## src/rtl/block_lock_fsm_pkg.sv

```systemverilog
// Shared PCS definitions for the block-lock state machine: parameter
// defaults and the state encoding.
package block_lock_fsm_pkg;

    localparam int LEN_CODED_BLOCK_DEF = 66;
    localparam int N_LOCK_SH_DEF       = 64;
    localparam int LEN_WINDOW_DEF      = 1024;
    localparam int MAX_INVALID_DEF     = 65;

    // Counter clearing is folded into the transitions, so only two states
    // are needed.
    typedef enum logic {
        ST_TEST = 1'b0,
        ST_SLIP = 1'b1
    } lock_state_e;

endpackage

```

## src/rtl/block_lock_fsm.sv

```systemverilog
// Block-lock FSM: hunts for the sync-header alignment by slipping the block
// shifter index until N_LOCK_SH consecutive valid headers are seen. While
// locked, it watches windows of LEN_WINDOW blocks. Lock drops when
// MAX_INVALID invalid headers occur inside one window.
module block_lock_fsm
    import block_lock_fsm_pkg::*;
#(
    parameter int LEN_CODED_BLOCK = LEN_CODED_BLOCK_DEF,
    parameter int N_LOCK_SH       = N_LOCK_SH_DEF,
    parameter int LEN_WINDOW      = LEN_WINDOW_DEF,
    parameter int MAX_INVALID     = MAX_INVALID_DEF
) (
    input  logic                               i_clock,
    input  logic                               i_reset,
    input  logic                               i_valid,
    input  logic                               i_sh_valid,
    output logic [$clog2(LEN_CODED_BLOCK)-1:0] o_index,
    output logic                               o_block_lock,
    output logic                               o_slip
);

    localparam int IDX_W = $clog2(LEN_CODED_BLOCK);
    localparam int SH_W  = $clog2(LEN_WINDOW + 1);
    localparam int INV_W = $clog2(MAX_INVALID + 1);

    localparam logic [IDX_W-1:0] IDX_LAST   = IDX_W'(LEN_CODED_BLOCK - 1);
    localparam logic [SH_W-1:0]  SH_LOCK    = SH_W'(N_LOCK_SH);
    localparam logic [SH_W-1:0]  SH_WINDOW  = SH_W'(LEN_WINDOW);
    localparam logic [INV_W-1:0] INV_LIMIT  = INV_W'(MAX_INVALID);

    lock_state_e       state_q;
    logic [SH_W-1:0]   sh_cnt_q;
    logic [INV_W-1:0]  invalid_cnt_q;
    logic [IDX_W-1:0]  index_q;
    logic              block_lock_q;
    logic              slip_q;

    // Counter values as they would be after counting the current block.
    // Every count that reaches its limit is cleared on that same edge, so
    // neither counter can wrap.
    logic [SH_W-1:0]   sh_cnt_inc;
    logic [INV_W-1:0]  invalid_cnt_inc;
    logic [IDX_W-1:0]  index_inc;

    assign sh_cnt_inc      = sh_cnt_q + SH_W'(1);
    assign invalid_cnt_inc = invalid_cnt_q + {{(INV_W-1){1'b0}}, ~i_sh_valid};
    assign index_inc       = (index_q == IDX_LAST) ? '0 : index_q + IDX_W'(1);

    assign o_index      = index_q;
    assign o_block_lock = block_lock_q;
    assign o_slip       = slip_q;

    // State, counters and registered outputs; outputs update on the edge that samples the block.
    always_ff @(posedge i_clock) begin
        if (i_reset) begin
            state_q       <= ST_TEST;
            sh_cnt_q      <= '0;
            invalid_cnt_q <= '0;
            index_q       <= '0;
            block_lock_q  <= 1'b0;
            slip_q        <= 1'b0;
        end else begin
            // o_slip is a one-cycle pulse; only a slip edge sets it again.
            slip_q <= 1'b0;
            case (state_q)
                ST_SLIP: begin
                    // The shifter is realigning: blocks seen now are ignored.
                    state_q <= ST_TEST;
                end
                ST_TEST: begin
                    if (i_valid) begin
                        if (!block_lock_q) begin
                            if (!i_sh_valid) begin
                                state_q       <= ST_SLIP;
                                slip_q        <= 1'b1;
                                index_q       <= index_inc;
                                sh_cnt_q      <= '0;
                                invalid_cnt_q <= '0;
                            end else if (sh_cnt_inc == SH_LOCK) begin
                                block_lock_q  <= 1'b1;
                                sh_cnt_q      <= '0;
                                invalid_cnt_q <= '0;
                            end else begin
                                sh_cnt_q      <= sh_cnt_inc;
                                invalid_cnt_q <= invalid_cnt_inc;
                            end
                        end else begin
                            // Losing lock outranks the end-of-window clear.
                            if (!i_sh_valid && (invalid_cnt_inc == INV_LIMIT)) begin
                                state_q       <= ST_SLIP;
                                block_lock_q  <= 1'b0;
                                slip_q        <= 1'b1;
                                index_q       <= index_inc;
                                sh_cnt_q      <= '0;
                                invalid_cnt_q <= '0;
                            end else if (sh_cnt_inc == SH_WINDOW) begin
                                sh_cnt_q      <= '0;
                                invalid_cnt_q <= '0;
                            end else begin
                                sh_cnt_q      <= sh_cnt_inc;
                                invalid_cnt_q <= invalid_cnt_inc;
                            end
                        end
                    end
                end
                default: begin
                    state_q <= ST_TEST;
                end
            endcase
        end
    end

endmodule

```

## config.mk

```make
export PLATFORM = sky130hd
export DESIGN_NAME = block_lock_fsm
export DESIGN_NICKNAME = d
export VERILOG_FILES = /design/src/rtl/block_lock_fsm_pkg.sv /design/src/rtl/block_lock_fsm.sv
export SDC_FILE = /design/constraint.sdc
export NUM_CORES = 1
export LEC_CHECK = 0
export CORE_ASPECT_RATIO = 0.7
export CORE_MARGIN = 10
export CORE_UTILIZATION = 45
export CTS_CLUSTER_DIAMETER = 120
export DETAILED_ROUTE_END_ITERATION = 12
export GPL_ROUTABILITY_DRIVEN = 0
export MAX_ROUTING_LAYER = met4
export PLACE_DENSITY = 0.66
export SKIP_LAST_GASP = 1
export SLEW_MARGIN = 10
export SYNTH_ARGS = -nofsm -noshare
export SYNTH_HDL_FRONTEND = slang
export SYNTH_SLANG_ARGS = --single-unit
```

## constraint.sdc

```tcl
create_clock -name i_clock -period 3.75 [get_ports i_clock]
set_input_delay 0.75 -clock i_clock [delete_from_list [all_inputs] [get_ports i_clock]]
set_output_delay 0.75 -clock i_clock [all_outputs]
set_load 0.02 [all_outputs]
```

==> results of run 1 <==
[layout by cell type (no fill, tap or decap), types with 2 or more instances in the layout]
cell and count:
xor2_1 6, and3_1 3, a21o_1 2, a41oi_1 2, nand4_1 3, a2111oi_2 2
nand2b_1 2, and2_1 4, nor2_1 18, a211o_1 3, a31o_2 2, or3_1 3
xnor2_1 8, a22o_1 3, o21ai_0 7, nand3_1 9, inv_1 5, o31ai_1 2
clkbuf_8 3, ha_1 5, nand2_1 14, a31oi_1 4, a32o_1 2, a21oi_1 4
nor4b_1 2, dfxtp_1 27, a211oi_1 3, nor3_1 6, clkdlybuf4s50_1 12, buf_4 4
or4_1 2
[metrics by stage]
stage	hold slack, ns	total power [mW]
global placement	0.480	0.340
floorplan	0.454	0.325
CTS	0.499	0.507
detailed placement	0.486	0.341
finish	0.500	0.501
global route	0.532	0.521
[worst reg2reg max path, cell delays in order (launching register included)]
cell      delay (ns)
dfxtp_1         0.35
ha_1            0.25
ha_1            0.25
nand2_1         0.06
or4_1           0.40
a2111o_1        0.48
a211oi_4        0.49
and2_4          0.27
a41o_1          0.16
[cell families (layout without fill, tap and decap cells)]
family | Yosys count | in the layout
buf+inv | 12 | 25
fa+ha+maj | 5 | 5
flops | 27 | 27
xor+xnor | 14 | 14
simple gates | 74 | 74
compound gates | 42 | 42
[cell type report]
class,count,area share (%)
multi-input combinational,135,53.0
clock buffer,4,2.64
timing repair buffer,16,8.79
sequential,27,31.6
tap,38,2.78
inverter,5,1.10
[flip-flops by register name (all words and copies together), names as in the netlist]
register and cells:
invalid_cnt_q 7, o_block_lock 1, o_index 7, sh_cnt_q 11, state_q 1
[layer usage]
| metal | GRT usage [%] | wire length [um] | share of wire (%) | vias to the layer above |
|---|---|---|---|---|
| met5 | - | 0 | 0 | - |
| met4 | 2.61 | 7 | 0.20 | 0 |
| met3 | 3.08 | 279 | 8.0 | 2 |
| met2 | 17.2 | 1490 | 43 | 48 |
| met1 | 16.8 | 1690 | 49 | 633 |
| li1 | - | - | - | 670 |
[power by group]
part | switching (mW) | leakage, nW | internal [mW]
clock | 0.0904 | 0.0228 | 0.0762
combinational | 0.0251 | 0.371 | 0.0166
sequential | 0.00348 | 0.218 | 0.290
total | 0.119 | 0.612 | 0.382
[final timing paths]
kind / start / slack [ns] / end / depth (start not counted)
worst min-delay path: sh_cnt_q[0] / 0.50 / sh_cnt_q[0] / 2
worst min register to register: sh_cnt_q[0] / 0.50 / sh_cnt_q[0] / 2
worst max register to register: invalid_cnt_q[0] / 0.99 / o_index[2] / 8
worst max-delay path: i_sh_valid / 0.33 / o_index[2] / 10
==> metrics.log, run 1 <==
[metrics] pin count of the biggest net entering global routing: 19
[metrics] Final Util: 53.9%
[metrics] YS warnings: 0
[metrics] final number of max-transition violations: 0
[metrics] initial antenna violation count: 0
[metrics] mean area per synthesized cell: 8.58 um^2
[metrics] mux share of post-synthesis cell area: 0%
[metrics] power density normalized to cell area: 294 mW/mm^2
[metrics] clk sinks: 27
[metrics] Iteration-0 DRC Markers: 140
[metrics] Vias per Instance: 6.01
[metrics] global-route wire length before repair: 5.69 mm
[metrics] share of cells above drive strength 1: 8.02%
[metrics] Clk Tree Root Cell: clkbuf_8
[metrics] antenna viol nets, final: 0
[metrics] area of the multi-input gates: 906 um^2
[metrics] setup fix buffers added after clock tree synthesis: 0
[metrics] sequence of cells on the critical path: clkdlybuf4s50_1 > inv_1 > ha_1 > ha_1 > nand2_1 > or4_1 > a2111o_1 > a211oi_4 > and2_4 > a41o_1
[metrics] die outline height: 68.2 um
[metrics] slew at the pin closest to its max-slew limit: 0.642 ns
[metrics] worst hold path type: reg -> reg
[metrics] register area share after synthesis: 36.2%
[metrics] slowest CP cell: a211oi_4
[metrics] area leader, netlist: dfxtp_1
[metrics] aggregate routed wire length: 3.48 mm
[metrics] per-cell routed wire length: 15.4 um
[metrics] CP peak stage delay: 0.49 ns
[metrics] top cell family by delay on the critical path: compound AO/OA/AOI/OAI gates
[metrics] endpoint arrival time on the critical path: 3.64 ns
[metrics] dominant cells by area after synthesis: dfxtp_1 (36%), xnor2_1 (4.7%), nor2_1 (4.5%), ha_1 (4.2%), nand2_1 (3.5%)
[metrics] vias in the first global route: 1188
[metrics] depth of the CTS H-tree: 1
[metrics] hold violation total from the final report: 0
[metrics] leakage power figure: 0.612 nW
[metrics] area fraction in compound gates after synthesis: 22.5%
[metrics] parity-gate share of the synthesized area counting xor and xnor cells: 8.21%
[metrics] total vias in the final route: 1353
[metrics] combinational family with the most area after synthesis: simple AND/OR/NAND/NOR gates
[metrics] Post-synth EDFFs: 0
[metrics] result of the run: complete, no violations
[metrics] global-route usage over all layers: 12.1%
[metrics] Post-synth top flop: dfxtp_1
[metrics] FF/Latch Area: 541 um^2
[metrics] cell area reported after detailed placement: 0.00166 mm^2
[metrics] buffers plus inverters on the worst setup path: 2
[metrics] core area: 0.00317 mm^2
[metrics] clock buffers created by TritonCTS: 3
[metrics] global route overflow: 0
[metrics] final net count: 197
[metrics] worst-case headroom to the max-slew limit: 57.1%
[metrics] element type at the critical path end: register
[metrics] Ports: 13
[metrics] Inst Count DP: 221
[metrics] die extent in x: 88.8 um
[metrics] drt pass-1 iters: 4
[metrics] setup repair after global routing missed its margin: false
[metrics] number of gates given a new drive strength after cts: 0
[metrics] DRC Markers: 0
[metrics] max frequency: 0.293 GHz
[metrics] Yosys reg bits: 27
[metrics] final clock period utilization by the worst path: 91.1%
[metrics] total half-perimeter wirelength after legalization and detailed placement: 2.60 mm
[metrics] data required time of the worst path: 3.97 ns
[metrics] Async S/R FF share, synth: 0%
[metrics] clock latency reported for the late side of the worst-skew pair: 0.27 ns
[metrics] cell types with the highest counts after synthesis: dfxtp_1 (27), nor2_1 (18), nand2_1 (14)
[metrics] hold-fix buffer count after cts: 0
[metrics] nature of the critical path startpoint: input port
[metrics] total negative slack for setup checks: 0 ns
[metrics] max-cap viol count: 0
[metrics] number of core rows: 17
[metrics] final std cell area, no fill: 0.00171 mm^2
[metrics] adder-cell share of the synthesized area: 4.19%
[metrics] TritonCTS clock tree: done
[metrics] most frequent cell after synthesis: dfxtp_1
[metrics] Netlist Area Pre-Place: 0.00149 mm^2
[metrics] maximum fanout encountered on the critical timing path: 10
[metrics] final setup skew: 0.00274 ns
[metrics] fill cell total of the finished layout: 286
[metrics] simple-gate share of the synthesized area: 25.7%
[metrics] Worst-path clk slew: 0.09 ns
[metrics] number of buffers on the longest clock path: 2
[metrics] number of I/O port buffers: 12
[metrics] critical path's most frequent cell: ha_1
[metrics] count of final setup violators: 0
[metrics] worst slack after detailed placement: 0.0819 ns
[metrics] post-synth cell types: 45
[metrics] post-layout minimum cycle time: 3.42 ns
[metrics] die area: 0.00606 mm^2
[metrics] largest voltage drop on the vdd net: 0.211 mV
[metrics] kind of critical path: in -> reg
[metrics] number of inserted diodes: 0
[metrics] post-synthesis instance total: 174
[metrics] Final Instance Count excl. Fillers: 225
[metrics] share of Yosys cell area claimed by the top area cell type: 36.2%
[metrics] Synth Net Count: 183
[metrics] starting density of the core: 47.1%
[metrics] Area growth syn-to-layout: 14.4%
[metrics] final worst slack: 0.335 ns
Note: power is estimated with default switching activity, not from simulation.
==> run 2: changes to the inputs <==
- RECOVER_POWER: not set -> 100
- TNS_END_PERCENT: not set -> 1
==> metrics.log, run 2 (same netlist as run 1, synthesis figures left out) <==
[metrics] post-layout minimum cycle time: 3.49 ns (+0.0773 ns)
[metrics] met2 usage in global routing: 17.2% (unchanged)
[metrics] Area growth syn-to-layout: 13.7%
[metrics] highest-utilization routing layer at the global route stage: met2
[metrics] total vias in the final route: 1353 (unchanged)
[metrics] leakage power figure: 0.636 nW (+4.0%)
[metrics] hold violation total from the final report: 0 (unchanged)
[metrics] max-cap viol count: 0 (unchanged)
[metrics] crit path capture: o_index[5]
[metrics] drt pass-1 iters: 5 (+1)
[metrics] number of gates given a new drive strength after cts: 0 (unchanged)
[metrics] largest voltage drop on the vdd net: 0.208 mV (-1.2%)
[metrics] kind of critical path: in -> reg
[metrics] final setup skew: 0.00282 ns (+0.0000721 ns)
[metrics] number of I/O port buffers: 12 (unchanged)
[metrics] share of cells above drive strength 1: 6.42% (-1.6 points)
[metrics] worst hold path type: reg -> reg
[metrics] total half-perimeter wirelength after legalization and detailed placement: 2.60 mm (unchanged)
[metrics] global-route wire length before repair: 5.69 mm (unchanged)
[metrics] antenna viol nets, final: 0 (unchanged)
[metrics] endpoint arrival time on the critical path: 3.63 ns (about the same)
[metrics] met1 usage in global routing: 16.8% (unchanged)
[metrics] flip-flop count of the largest register after layout: 11 (unchanged)
[metrics] R2R setup slack: 0.91 ns (-0.08 ns)
[metrics] Final Instance Count excl. Fillers: 225 (unchanged)
[metrics] most frequent cells in the layout: dfxtp_1 (27), nor2_1 (18), nand2_1 (14), nand3_1 (9), dlygate4sd3_1 (9)
[metrics] clock latency reported for the late side of the worst-skew pair: 0.27 ns (about the same)
[metrics] number of inserted diodes: 0 (unchanged)
[metrics] DRC Markers: 0 (unchanged)
[metrics] start point of the critical path: i_sh_valid
[metrics] slew at the pin closest to its max-slew limit: 0.627 ns (-0.0152 ns)
[metrics] final clock period utilization by the worst path: 93.1% (+2.1 points)
[metrics] per-cell routed wire length: 15.6 um (+0.86%)
[metrics] die area: 0.00606 mm^2 (unchanged)
[metrics] clk sinks: 27 (unchanged)
[metrics] reg2reg path depth: 9 (+1)
[metrics] die extent in x: 88.8 um (unchanged)
[metrics] result of the run: complete, no violations
[metrics] Inst Count DP: 221 (unchanged)
[metrics] initial antenna violation count: 0 (unchanged)
[metrics] Vias per Instance: 6.01 (unchanged)
[metrics] commonest non-fill, non-tap cell in the layout: dfxtp_1
[metrics] critical path's most frequent cell: ha_1
[metrics] die outline height: 68.2 um (unchanged)
[metrics] aggregate routed wire length: 3.51 mm (+0.86%)
[metrics] power density normalized to cell area: 295 mW/mm^2 (+0.49%)
[metrics] hold-fix buffer count after cts: 0 (unchanged)
[metrics] Worst-path clk slew: 0.09 ns (about the same)
[metrics] data required time of the worst path: 3.89 ns (-0.08 ns)
[metrics] global-route track usage on met3: 3.08% (unchanged)
[metrics] final number of max-transition violations: 0 (unchanged)
[metrics] TritonCTS clock tree: done
[metrics] vias in the first global route: 1188 (unchanged)
[metrics] capture instance of the worst register-to-register path: o_index[5]
[metrics] worst-case headroom to the max-slew limit: 58.1% (+1.0 points)
[metrics] final net count: 197 (unchanged)
[metrics] sequence of cells on the critical path: clkdlybuf4s50_1 > inv_1 > ha_1 > ha_1 > nand2_1 > or4_1 > a2111o_1 > clkbuf_1 > a2111oi_1 > xnor2_1 > nor2_1
[metrics] largest register by flop count: sh_cnt_q
[metrics] starting density of the core: 47.1% (unchanged)
[metrics] slowest CP cell: a2111oi_1
[metrics] CP peak stage delay: 0.51 ns (+0.02 ns)
[metrics] fill cell total of the finished layout: 288 (+0.70%)
[metrics] nature of the critical path startpoint: input port
[metrics] depth of the CTS H-tree: 1 (unchanged)
[metrics] global route overflow: 0 (unchanged)
[metrics] launch point of the worst reg-to-reg path: invalid_cnt_q[0]
[metrics] Clk Tree Root Cell: clkbuf_8
[metrics] Ports: 13 (unchanged)
[metrics] clock buffers created by TritonCTS: 3 (unchanged)
[metrics] total negative slack for setup checks: 0 ns (unchanged)
[metrics] pin count of the biggest net entering global routing: 19 (unchanged)
[metrics] Iteration-0 DRC Markers: 97 (-31%)
[metrics] number of core rows: 17 (unchanged)
[metrics] global-route usage over all layers: 12.1% (unchanged)
[metrics] setup fix buffers added after clock tree synthesis: 0 (unchanged)
[metrics] element type at the critical path end: register
[metrics] maximum fanout encountered on the critical timing path: 6 (-4)
[metrics] core area: 0.00317 mm^2 (unchanged)
[metrics] number of buffers on the longest clock path: 2 (unchanged)
[metrics] max frequency: 0.286 GHz (-2.2%)
[metrics] count of final setup violators: 0 (unchanged)
[metrics] setup repair after global routing missed its margin: false
run 2: changes by cell type in the layout (fill, tap and decap cells not counted), sizes merged:
cell	previous run	this run
clkdlybuf4s50	12	3
dlygate4sd3	0	9
buf	4	3
clkbuf	4	5
run 2: worst max-delay path, delay by kind of cell:
family / cells / cell delay [ns]
adder cells (fa/ha/maj): 2 / 0.50
AND/OR/NAND/NOR: 3 / 0.52
buffers and inverters: 3 / 0.70
XOR/XNOR: 1 / 0.17
AO/OA/AOI/OAI: 2 / 0.98
run 2: how the worst min path moves through the flow:
stage | from | endpoint | slack [ns] | depth (start not counted)
2_1_floorplan | invalid_cnt_q[0] | invalid_cnt_q[0] | 0.45 | 1
3_3_place_gp | sh_cnt_q[10] | sh_cnt_q[10] | 0.48 | 2
3_5_place_dp | sh_cnt_q[10] | sh_cnt_q[10] | 0.49 | 2
4_1_cts | sh_cnt_q[0] | sh_cnt_q[0] | 0.50 | 2
5_1_grt | sh_cnt_q[0] | sh_cnt_q[0] | 0.53 | 2
6_report | sh_cnt_q[0] | sh_cnt_q[0] | 0.50 | 2
run 2: cell type report:
type / instances / area, um^2 / area share [%]
well taps: 38 / 47.5 / 2.80
flip-flops and latches: 27 / 541 / 31.9
clock buffers: 4 / 45.0 / 2.65
inverters: 5 / 18.8 / 1.11
multi-input cells: 135 / 898 / 52.9
repair buffers: 16 / 146 / 8.63
run 2: metrics by stage:
step	power (mW)	instance area, um^2	hold slack, ns	setup slack [ns]	utilization, %
4_1_cts	0.507	1710	0.499	0.369	53.9
5_1_grt	0.520	1700	0.532	0.106	53.5
6_report	0.500	1700	0.500	0.258	53.5
3_3_place_gp	0.340	1660	0.480	0.161	52.5
3_5_place_dp	0.341	1660	0.486	0.0819	52.5
2_1_floorplan	0.325	1490	0.454	0.647	-
run 2: layer usage:
metal  vias to the layer above  routed length, um  share of wire (%)
met5                         -                  0                  0
met4                         0                 15               0.43
met3                         4                236                6.7
met2                        45               1500                 43
met1                       635               1760                 50
li1                        669                  -                  -
run 2: where the power goes:
part	internal (mW)	switching, mW
clock network	0.0763	0.0910
registers	0.290	0.00330
logic	0.0154	0.0249
total	0.381	0.119
